$ cat src/rtl/port_rd_ctrl.sv
// Per-port read-side controller: pops the dispatcher-selected queue, issues the
// packet's SRAM reads under a credit limit and streams words out with SOP/EOP framing.
module port_rd_ctrl #(
    parameter int DATA_WIDTH = 16,
    parameter int ADDR_WIDTH = 14,
    parameter int RD_LAT     = 1,
    parameter int FIFO_DEPTH = 4
) (
    input  logic                  clk,
    input  logic                  rst_n,
    input  logic [7:0]            queue_available,
    input  logic [2:0]            prior,
    output logic                  next,
    output logic                  pop_req,
    output logic [2:0]            pop_prior,
    input  logic                  pop_ack,
    input  logic [ADDR_WIDTH-1:0] pkt_addr,
    input  logic [8:0]            pkt_len,
    output logic                  rd_en,
    output logic [ADDR_WIDTH-1:0] rd_addr,
    input  logic [DATA_WIDTH-1:0] rd_data,
    output logic                  out_valid,
    input  logic                  out_ready,
    output logic [DATA_WIDTH-1:0] out_data,
    output logic                  out_sop,
    output logic                  out_eop
);

    localparam int PW = $clog2(FIFO_DEPTH);
    localparam int CW = PW + 1;

    typedef enum logic [1:0] {
        S_IDLE   = 2'd0,
        S_REQ    = 2'd1,
        S_READ   = 2'd2,
        S_SETTLE = 2'd3
    } state_t;

    state_t                  state_r, state_s;
    logic                    pop_req_r;
    logic [2:0]              pop_prior_r;
    logic [ADDR_WIDTH-1:0]   addr_r;
    logic [8:0]              remain_r;
    logic                    first_r;
    logic                    next_r;
    // used_r counts words issued but not yet accepted downstream (in flight + buffered)
    logic [CW-1:0]           used_r;
    logic [RD_LAT-1:0]       pv_r, ps_r, pe_r;
    logic [DATA_WIDTH+1:0]   mem_r [FIFO_DEPTH];
    logic [PW-1:0]           wr_ptr_r, rd_ptr_r;
    logic [CW-1:0]           cnt_r;
    logic                    issue_s, last_s, wr_s, pop_s, valid_s;
    logic [DATA_WIDTH+1:0]   head_s;

    // Credit check and FIFO handshake decode
    always_comb begin
        issue_s = (state_r == S_READ) && (used_r < CW'(FIFO_DEPTH));
        last_s  = issue_s && (remain_r == 9'd0);
        wr_s    = pv_r[RD_LAT-1];
        valid_s = (cnt_r != {CW{1'b0}});
        pop_s   = valid_s && out_ready;
        head_s  = mem_r[rd_ptr_r];
    end

    // Next-state logic
    always_comb begin
        state_s = state_r;
        case (state_r)
            S_IDLE: begin
                if (queue_available[prior]) state_s = S_REQ;
                else                        state_s = S_IDLE;
            end
            S_REQ: begin
                if (pop_ack) state_s = S_READ;
                else         state_s = S_REQ;
            end
            S_READ: begin
                if (last_s) state_s = S_SETTLE;
                else        state_s = S_READ;
            end
            S_SETTLE: state_s = S_IDLE;
            default:  state_s = S_IDLE;
        endcase
    end

    // State register
    always_ff @(posedge clk or negedge rst_n) begin
        if (!rst_n) state_r <= S_IDLE;
        else        state_r <= state_s;
    end

    // Pop handshake, address/length counters, next pulse and credit accounting
    always_ff @(posedge clk or negedge rst_n) begin
        if (!rst_n) begin
            pop_req_r   <= 1'b0;
            pop_prior_r <= 3'd0;
            addr_r      <= {ADDR_WIDTH{1'b0}};
            remain_r    <= 9'd0;
            first_r     <= 1'b0;
            next_r      <= 1'b0;
            used_r      <= {CW{1'b0}};
        end else begin
            if (state_r == S_IDLE && queue_available[prior]) begin
                pop_req_r   <= 1'b1;
                pop_prior_r <= prior;
            end else if (state_r == S_REQ && pop_ack) begin
                pop_req_r   <= 1'b0;
            end
            if (state_r == S_REQ && pop_ack) begin
                addr_r   <= pkt_addr;
                remain_r <= pkt_len;
                first_r  <= 1'b1;
            end else if (issue_s) begin
                addr_r   <= addr_r + ADDR_WIDTH'(1'b1);
                remain_r <= remain_r - 9'd1;
                first_r  <= 1'b0;
            end
            next_r <= last_s;
            used_r <= used_r + CW'(issue_s) - CW'(pop_s);
        end
    end

    // Valid/tag pipeline matching the SRAM read latency
    always_ff @(posedge clk or negedge rst_n) begin
        if (!rst_n) begin
            pv_r <= {RD_LAT{1'b0}};
            ps_r <= {RD_LAT{1'b0}};
            pe_r <= {RD_LAT{1'b0}};
        end else begin
            pv_r[0] <= issue_s;
            ps_r[0] <= issue_s && first_r;
            pe_r[0] <= last_s;
            for (int i = 1; i < RD_LAT; i++) begin
                pv_r[i] <= pv_r[i-1];
                ps_r[i] <= ps_r[i-1];
                pe_r[i] <= pe_r[i-1];
            end
        end
    end

    // FIFO pointers and occupancy
    always_ff @(posedge clk or negedge rst_n) begin
        if (!rst_n) begin
            wr_ptr_r <= {PW{1'b0}};
            rd_ptr_r <= {PW{1'b0}};
            cnt_r    <= {CW{1'b0}};
        end else begin
            if (wr_s)  wr_ptr_r <= wr_ptr_r + PW'(1'b1);
            if (pop_s) rd_ptr_r <= rd_ptr_r + PW'(1'b1);
            cnt_r <= cnt_r + CW'(wr_s) - CW'(pop_s);
        end
    end

    // FIFO storage; contents are masked by the occupancy count so need no reset
    always_ff @(posedge clk) begin
        if (wr_s) mem_r[wr_ptr_r] <= {ps_r[RD_LAT-1], pe_r[RD_LAT-1], rd_data};
    end

    // Output drive; head entry is forced to zero while the FIFO is empty
    always_comb begin
        if (valid_s) begin
            out_data = head_s[DATA_WIDTH-1:0];
            out_eop  = head_s[DATA_WIDTH];
            out_sop  = head_s[DATA_WIDTH+1];
        end else begin
            out_data = {DATA_WIDTH{1'b0}};
            out_eop  = 1'b0;
            out_sop  = 1'b0;
        end
    end

    assign out_valid = valid_s;
    assign rd_en     = issue_s;
    assign rd_addr   = addr_r;
    assign pop_req   = pop_req_r;
    assign pop_prior = pop_prior_r;
    assign next      = next_r;

endmodule
$ cat config.mk
export PLATFORM = sky130hd
export DESIGN_NAME = port_rd_ctrl
export DESIGN_NICKNAME = d
export VERILOG_FILES = /design/src/rtl/port_rd_ctrl.sv
export SDC_FILE = /design/constraint.sdc
export NUM_CORES = 1
export LEC_CHECK = 0
export CORE_ASPECT_RATIO = 1.75
export CORE_MARGIN = 2
export CORE_UTILIZATION = 52
export DETAILED_ROUTE_END_ITERATION = 8
export PLACE_DENSITY = 0.81
export SKIP_LAST_GASP = 1
export SYNTH_ARGS = -nofsm -noshare
export SYNTH_HDL_FRONTEND = slang
export SYNTH_SLANG_ARGS = --single-unit
$ cat constraint.sdc
create_clock -name clk -period 3 [get_ports clk]
set_clock_uncertainty 0.1 [all_clocks]
set_input_delay 0.45 -clock clk [delete_from_list [all_inputs] [get_ports clk]]
set_output_delay 0.45 -clock clk [all_outputs]
set_load 0.01 [all_outputs]
# Word level (Yosys, flattened, before mapping)
# Memories as Yosys holds them, arrays and structs flattened.
# Cells that the tools add are included.
# totals
out_inout_bits,39
mem_count,1
ff_bits,43
ram_bits,72
in_bits,54
elab_cells,57
# mem_list
memory,depth,width,read_ports,rd_ports_with_merged_regs,write_ports,line,rtl
mem_r,4,18,1,0,1,49,logic [DATA_WIDTH+1:0] mem_r [FIFO_DEPTH];
# classes
n_addsub,8
eq_ne,3
n_lt_le_gt_ge,2
n_reduce_logical,11
muxes,19
# op_table
cell,n
$mux 14,2
$mux 9,2
$mux 16,1
$add 14x1->14 const B,1
$mux 1,11
$logic_not 9->1,1
$sub 9x1->9 const B,1
$pmux 2 s4,1
$add 3x1->3,2
$logic_and 1x1->1,6
$sub 3x1->3,2
$add 2x1->2 const B,2
$eq 2x2->1 const B,2
$lt 3x4->1 const B,1
$reduce_bool 2->1,2
$bmux 1 s3,1
$lt 3x3->1 const B,1
$reduce_bool 3->1,1
$eq 2x1->1 const B,1
$logic_not 2->1,1
$mux 2,1

# Longest topological paths before layout
# Gate-level depths: netlist (run 1).
# depth
word_depth,5
mapped_depth,9
ltp_nobuf,8

# Worst setup path before layout (run 1)
# OpenSTA, ideal clock, no wires.
# synth_path
path_type,register to register
startpoint,reg cnt_r[0]
endpoint,reg used_r[2]
n_path_buf,1
path_slack_ns,0.579
synth_period_minus_slack_ns,2.421
setup_time_ns,0.124
required_time_ns,2.776
stages_incl_launch_ff,10
arrival_time_ns,2.197
path_cell_list,dfrtp_1 -> or3_1 -> clkbuf_1 -> and2_1 -> ha_1 -> inv_1 -> ha_1 -> fa_1 -> xor2_1 -> xnor2_1
# synth_between
elab_chain_len,3
# synth_lines
item,line,rtl
start: declaration,51,logic [CW-1:0] cnt_r;
start signal: assignment,146,cnt_r <= {CW{1'b0}};
start signal: assignment,150,cnt_r <= cnt_r + CW'(wr_s) - CW'(pop_s);
$reduce_bool 3->1,60,valid_s = (cnt_r != {CW{1'b0}});
$logic_and 1x1->1,61,pop_s = valid_s && out_ready;
named net pop_s,52,"logic issue_s, last_s, wr_s, pop_s, valid_s;"
$sub 3x1->3,119,used_r <= used_r + CW'(issue_s) - CW'(pop_s);
end signal: assignment,101,used_r <= {CW{1'b0}};
end signal: assignment,119,
end: declaration,47,logic [CW-1:0] used_r;
# The timed path passes the listed nets, and every way through them passes these cells.
# A chain may end at the register's enable or synchronous reset.

# Worst setup path in the final report (run 1)
# layout_path
startpoint,reg rd_ptr_r[0]
endpoint,out out_data[8]
# layout_between
elab_chain_len,2
# layout_lines
item,line,rtl
start: declaration,50,"logic [PW-1:0] wr_ptr_r, rd_ptr_r;"
start signal: assignment,145,rd_ptr_r <= {PW{1'b0}};
start signal: assignment,149,if (pop_s) rd_ptr_r <= rd_ptr_r + PW'(1'b1);
$mem_v2 4x18,--,
$mux 16,161,if (valid_s) begin
end: declaration,24,"output logic [DATA_WIDTH-1:0] out_data,"
# Every way passes these cells.

==> results of run 1 <==
## kinds of logic (layout without fill, tap and decap cells)
| group | count (synthesis) | in the layout | synth area share |
|---|---|---|---|
| compound gates | 32 | 32 | 0.0390 |
| xor+xnor | 23 | 23 | 0.0405 |
| fa+ha+maj | 12 | 12 | 0.0332 |
| buf+inv | 27 | 144 | 0.0229 |
| flops | 115 | 115 | 0.652 |
| mux | 24 | 24 | 0.0967 |
| simple gates | 102 | 102 | 0.116 |
## path summary, 6_finish.rpt
path / from / end / slack [ns] / cells after the start
max reg2reg: cnt_r[0] / cnt_r[2] / 0.62 / 8
min: rst_n / rd_addr[8] / 0.10 / 1
min reg2reg: pop_req / pop_req / 0.39 / 2
min in group clk: pop_req / pop_req / 0.39 / 2
max: rd_ptr_r[0] / out_data[8] / 0.15 / 4
max in group asynchronous: rst_n / used_r[0] / 2.07 / 1
## placed cells by master (no fill, tap or decap), types with 3 or more instances in the layout
cell / Yosys / layout
or4_1: 3 / 3
mux4_2: 19 / 19
nor3_1: 4 / 4
inv_1: 15 / 15
xnor2_1: 10 / 10
clkinv_2: 0 / 3
clkdlybuf4s50_1: 0 / 91
and2_1: 24 / 24
o21ai_0: 17 / 17
ha_1: 10 / 10
buf_4: 0 / 4
nand2_1: 27 / 27
xor2_1: 13 / 13
dfrtp_1: 43 / 43
a31oi_1: 3 / 3
clkbuf_16: 0 / 17
clkinvlp_4: 0 / 3
nor2_1: 9 / 9
or3_1: 4 / 4
and3_1: 4 / 4
nand4_1: 5 / 5
mux2i_1: 3 / 3
a21oi_1: 3 / 3
nand3_1: 12 / 12
edfxtp_1: 72 / 72
clkinv_4: 0 / 3
## per-layer routing
metal  routed length, um  up-vias
met5                   0        -
met4                 269        0
met3                 373       23
met2                5200       80
met1                3420     1515
li1                    -     1448
## sequential cells by signal (all words and copies together), names as in the netlist, named ones only
name and count:
pop_prior 3, pop_req 1, state_r 1, rd_addr 14, used_r 3, mem_r 72
first_r 1, remain_r 9, rd_ptr_r 2, cnt_r 3, ps_r 1, pv_r 1
pe_r 1, wr_ptr_r 2
## stage by stage
stage               worst slack (ns)  cells
floorplan                      0.579    335
global placement               0.551    542
detailed placement             0.526    542
CTS                            0.108    574
global route                  0.0410    574
finish                         0.151    574
## power by group
group | total, W | internal, W | leakage (nW) | switching (W)
Clock | 0.00189 | 0.00122 | 0.271 | 0.000673
Sequential | 0.00241 | 0.00207 | 1.16 | 0.000340
Combinational | 0.00219 | 0.00127 | 0.994 | 0.000920
## Yosys cell counts (2+ instances only)
cell type	n	share of area
a21oi_1	3	0.0030
a31oi_1	3	0.0038
and2_1	24	0.030
and3_1	4	0.0050
buf_2	4	0.0040
clkbuf_1	7	0.0053
dfrtp_1	43	0.22
edfxtp_1	72	0.44
fa_1	2	0.0081
ha_1	10	0.025
inv_1	15	0.011
mux2_2	2	0.0045
mux2i_1	3	0.0060
mux4_2	19	0.086
nand2_1	27	0.020
nand3_1	12	0.012
nand4_1	5	0.0063
nor2_1	9	0.0068
nor3_1	4	0.0040
o21ai_0	17	0.017
o21ai_1	2	0.0020
or2_4	2	0.0035
or3_1	4	0.0050
or4_1	3	0.0045
xnor2_1	10	0.018
xor2_1	13	0.023
## worst max-delay path: cells and delay by family (launching register included)
| kind | cells | cell delay (ns) |
|---|---|---|
| AND/OR/NAND/NOR | 1 | 0.18 |
| flip-flops | 1 | 0.49 |
| multiplexers | 1 | 0.53 |
| buffers and inverters | 2 | 0.69 |
## area by class of cell
cell class	count	area, um2	area share
timing repair buffer	97	966	0.146
inverter	15	56.3	0.00852
tap	122	153	0.0231
clock inverter	13	136	0.0206
sequential	115	3240	0.490
multi-input combinational	193	1620	0.246
clock buffer	19	433	0.0655
==> impl_results.md, run 1 <==
* Arr. time, crit path at 2.30 ns
* Detail Placement HPWL at 6220 um
* I/O Buffers at 92
* Layout net count at 505
* Seq/Total Area, Yosys at 0.652
* Final setup violation count at 0
* Root Buffer Master: clkbuf_16
* # diodes at 0
* Fillers at 660
* TNS Setup at 0 ns
* Worst hold path class: in -> async
* Initial core utilization at 0.528
* Vias per inst at 5.34
* Min Hold Slack at 0.104 ns
* Largest net degree at the start of global routing at 44
* H-Tree Depth at 4
* Met2 Track Usage GR at 0.356
* Postcts setup bufs at 0
* Count of cell types in the netlist at 42
* Overall Power at 0.00649 W
* CTS tree: yes
* Post-route cell area at 0.00661 mm2
* Pwr dens at 982 mW/mm2
* Top FF cell, synth: edfxtp_1
* Fin. max-slew vios at 0
* Fin crit period at 2.85 ns
* Antenna violations before repair at 0
* Clk_lat worst skew at 0.40 ns
* GRT busiest layer: met2
* Global route overflow at 0
* ANT nets after route at 0
* CP max-delay cell: mux4_2
* # Max-Cap Violations at 0
* Critical setup path kind: reg -> out
* Slew @ Worst Pin at 0.982 ns
* Status: finished, final reports clean
* Cts bufs inserted at 17
* Proportion of layout cells with a drive suffix above 1 at 0.139
* Placer Congestion at 0.745
* Post-CTS Hold Fix Bufs at 0
* Leakage at 2.42 nW
* First-pass GRT wire length at 15400 um
* Unrepaired setup endpoints after global routing: false
* Clock transition at path regs at 0.06 ns
* Core Rows at 47
* Initial DRC count at 127
* Via Count at 3066
* CTS Sinks at 115
* Final period util at 0.950
* Clock Tree Buf Depth at 2
* Yosys Warn Count at 0
* Router iterations before antenna repair at 4
* Die area at 0.0104 mm2
* Delay of the slowest cell on the worst path at 0.53 ns
* Synth async-reset ratio at 0.374
* Worst-path cell chain: buf_12 > mux4_2 > and2_1 > clkdlybuf4s50_1
* Final hold violations at 0
* Global Route met1 Usage at 0.204
* CP Data Required Time at 2.45 ns
* Post-synth net total at 401
* Endpoint class of the critical path: output port
* Avg WL per Cell at 16.1 um
* # IOs at 93
* Post-DP Area at 0.00604 mm2
* Top achievable clock speed at 0.351 GHz
* Post-synth EDFFs at 72
* Worst Path Max Fanout at 16
* Final Core Density at 0.702
* Routed WL at 9260 um
* DRC violations left at 0
* GR Util All Layers at 0.196
* Met3 GRT Util at 0.0576
* Die W at 77.9 um
* Vias in the first global route at 3288
* Height of the die at 133 um
* Relative slew slack at 0.345
* Startpoint types: flop
* Core outline area at 0.00941 mm2
* Syn Inst Count at 335
* Max VDD drop at 0.578 mV
* Seq cells post-synth at 115
* Synth Cell Area at 0.00497 mm2
* Syn Area/Cell at 14.8 um2
* Area grow syn2layout at 32.9%
* # resized after CTS at 0
No activity file was read; power rests on OpenSTA's default activity.
==> run 2: changes to the inputs <==
- ABC_AREA: not set -> 0
- TNS_END_PERCENT: not set -> 100
==> results of run 2 <==
The final DEF is identical to that of run 1; final timing and power are the same.
==> run 3: changes to the inputs <==
- ABC_AREA: 0 -> 1
- CORE_UTILIZATION: 52 -> 53
==> impl_results.md, run 3 <==
* Buf/Inv on CP at 3 (+1)
* Final period util at 0.941 (-0.00875)
* CTS tree: yes
* # IOs at 93 (unchanged)
* Relative slew slack at 0.339 (-0.00646)
* GR Util All Layers at 0.229 (+0.0332)
* Postcts setup bufs at 0 (unchanged)
* RR Startpoint: cnt_r[1]
* Cts bufs inserted at 17 (unchanged)
* # Max-Cap Violations at 0 (unchanged)
* Placer Congestion at 0.813 (+9.0%)
* Final setup violation count at 0 (unchanged)
* # resized after CTS at 0 (unchanged)
* Post-synth net total at 612 (+53%)
* Syn Inst Count at 546 (+63%)
* Seq cells post-synth at 115 (unchanged)
* Final hold violations at 0 (unchanged)
* Pwr dens at 1000 mW/mm2 (+1.8%)
* Router iterations before antenna repair at 5 (+1)
* Min Hold Slack at 0.109 ns (+0.00468 ns)
* CTS Sinks at 115 (unchanged)
* Status: finished, final reports clean
* I/O Buffers at 92 (unchanged)
* Clock transition at path regs at 0.06 ns (about the same)
* Post-synth EDFFs at 72 (unchanged)
* Worst Path Max Fanout at 32 (+16)
* Core Rows at 48 (+2.1%)
* Top-count cell post-synth: nand2_1
* Max VDD drop at 0.610 mV (+5.5%)
* CP Data Required Time at 2.45 ns (about the same)
* Via Count at 4141 (+35%)
* Initial core utilization at 0.543 (+0.0148)
* Root Buffer Master: clkbuf_16
* Avg WL per Cell at 14.8 um (-8.0%)
* Vias in the first global route at 4131 (+26%)
* Die area at 0.0109 mm2 (+4.7%)
* H-Tree Depth at 4 (unchanged)
* Critical setup path kind: reg -> out
* CP max-delay cell: clkdlybuf4s50_1
* First-pass GRT wire length at 18900 um (+22%)
* Post-synth top area share at 0.407 (-0.0283)
* Detail Placement HPWL at 7930 um (+27%)
* Area grow syn2layout at 28.9%
* Clock Tree Buf Depth at 2 (unchanged)
* Leakage at 2.85 nW (+17%)
* Fin crit period at 2.82 ns (-0.0263 ns)
* Unrepaired setup endpoints after global routing: false
* Top FF cell, synth: edfxtp_1
* Post-CTS Hold Fix Bufs at 0 (unchanged)
* Commonest non-fill, non-tap cell in the layout: nand2_1
* Vias per inst at 5.30 (-0.86%)
* Core outline area at 0.00979 mm2 (+4.0%)
* Top achievable clock speed at 0.354 GHz (+0.93%)
* Proportion of layout cells with a drive suffix above 1 at 0.0746 (-0.0648)
* DRC violations left at 0 (unchanged)
* Worst-path cell chain: clkinv_1 > buf_4 > o21ai_0 > a21oi_1 > clkdlybuf4s50_1
* Height of the die at 136 um (+2.4%)
* Routed WL at 11600 um (+25%)
* Count of cell types in the netlist at 34 (-19%)
* Seq/Total Area, Yosys at 0.609 (-0.0423)
* Most frequent cells in the layout: nand2_1 (100), nor2_1 (99), clkdlybuf4s50_1 (91)
* Layout net count at 710 (+41%)
* Antenna violations before repair at 0 (unchanged)
* Worst hold path class: in -> async
* Yosys Warn Count at 0 (unchanged)
* TNS Setup at 0 ns (unchanged)
* Fin. max-slew vios at 0 (unchanged)
* Post-synth top area cell: edfxtp_1
* Arr. time, crit path at 2.27 ns (-0.03 ns)
* Synth async-reset ratio at 0.374 (unchanged)
* Top reg by flops: mem_r
* Synth cell count leaders: nand2_1 (100), nor2_1 (99), edfxtp_1 (72), o21ai_0 (52), inv_1 (51)
* Slew @ Worst Pin at 0.992 ns (+0.00968 ns)
* Global route overflow at 0 (unchanged)
* Clk_lat worst skew at 0.40 ns (about the same)
* Endpoint class of the critical path: output port
* Max FFs per register at 72 (unchanged)
* Synth Cell Area at 0.00532 mm2 (+6.9%)
* Delay of the slowest cell on the worst path at 0.56 ns (+0.03 ns)
* ANT nets after route at 0 (unchanged)
* Die W at 79.7 um (+2.3%)
* CP top delay family: buffers and inverters
* # diodes at 0 (unchanged)
* Startpoint types: flop
* Area contributors post-synth: edfxtp_1 (41%), dfrtp_1 (20%), nand2_1 (7.1%)
* Initial DRC count at 193 (+52%)
* Syn Area/Cell at 9.73 um2 (-34%)
* CP startpoint: rd_ptr_r[0]
* Largest net degree at the start of global routing at 44 (unchanged)
-- run 3: cell types whose count changed after synthesis, sizes merged, moves of 5 or more --
cell / previous run / this run
nor2: 9 / 102
nand2: 27 / 101
inv: 15 / 53
o21ai: 20 / 54
and2: 24 / 0
a21oi: 3 / 22
mux4: 19 / 0
nand3: 12 / 30
buf: 5 / 16
xor2: 13 / 5
xnor2: 10 / 3
o22ai: 0 / 5
-- run 3: final timing paths --
kind | to | slack (ns) | depth (start not counted)
max | out_data[3] | 0.18 | 5
max in group asynchronous | rd_ptr_r[0] | 1.99 | 1
max reg2reg | cnt_r[2] | 0.77 | 10
min | rd_addr[7] | 0.11 | 1
min reg2reg | pe_r | 0.35 | 1
min in group clk | pe_r | 0.35 | 1
-- run 3: layer usage --
metal | vias to the layer above | GRT usage | wire, um
li1 | 2018 | - | -
met1 | 1959 | 0.250 | 4430
met2 | 149 | 0.419 | 6450
met3 | 15 | 0.0618 | 576
met4 | 0 | 0.0805 | 146
met5 | - | 0 | 0
-- run 3: report_power, final --
group / total (W) / internal, W / switching (W)
Clock: 0.00173 / 0.00105 / 0.000685
Combinational: 0.00273 / 0.00123 / 0.00150
Sequential: 0.00238 / 0.00206 / 0.000321
-- run 3: stage by stage --
stage               instance area, um2  setup WS, ns  power, W  utilization  instances
floorplan                         5320         0.666   0.00399            -        546
global placement                  6320         0.586   0.00498        0.646        750
detailed placement                6320         0.438   0.00512        0.646        750
CTS                               6840       0.00484   0.00688        0.699        782
global route                      6850        0.0356   0.00732        0.700        782
finish                            6850         0.177   0.00685        0.700        782
-- run 3: worst reg2reg max path: cells and delay by family, from the launching register on --
| family | cells | cell delay, ns |
|---|---|---|
| simple gates | 2 | 0.25 |
| fa+ha+maj | 3 | 0.84 |
| xor+xnor | 2 | 0.36 |
| buf+inv | 3 | 0.18 |
| flops | 1 | 0.43 |
-- run 3: area by class of cell --
type	instances	area (um2)
inverter	55	210
tap	125	156
fill	715	2940
clock inverter	13	87.6
timing repair buffer	99	972
clock buffer	19	433
multi-input combinational	356	1750
sequential	115	3240
-- run 3: logic make-up (layout without fill, tap and decap cells) --
logic type / count (synthesis) / after routing / synth area share
and+or+nand+nor: 247 / 247 / 0.195
xor gates and xnor gates: 8 / 8 / 0.0132
DFF: 115 / 115 / 0.609
buffers and inverters: 75 / 186 / 0.0614
AOI/OAI and AO/OA: 89 / 89 / 0.0897
adders and majority gates: 12 / 12 / 0.0311
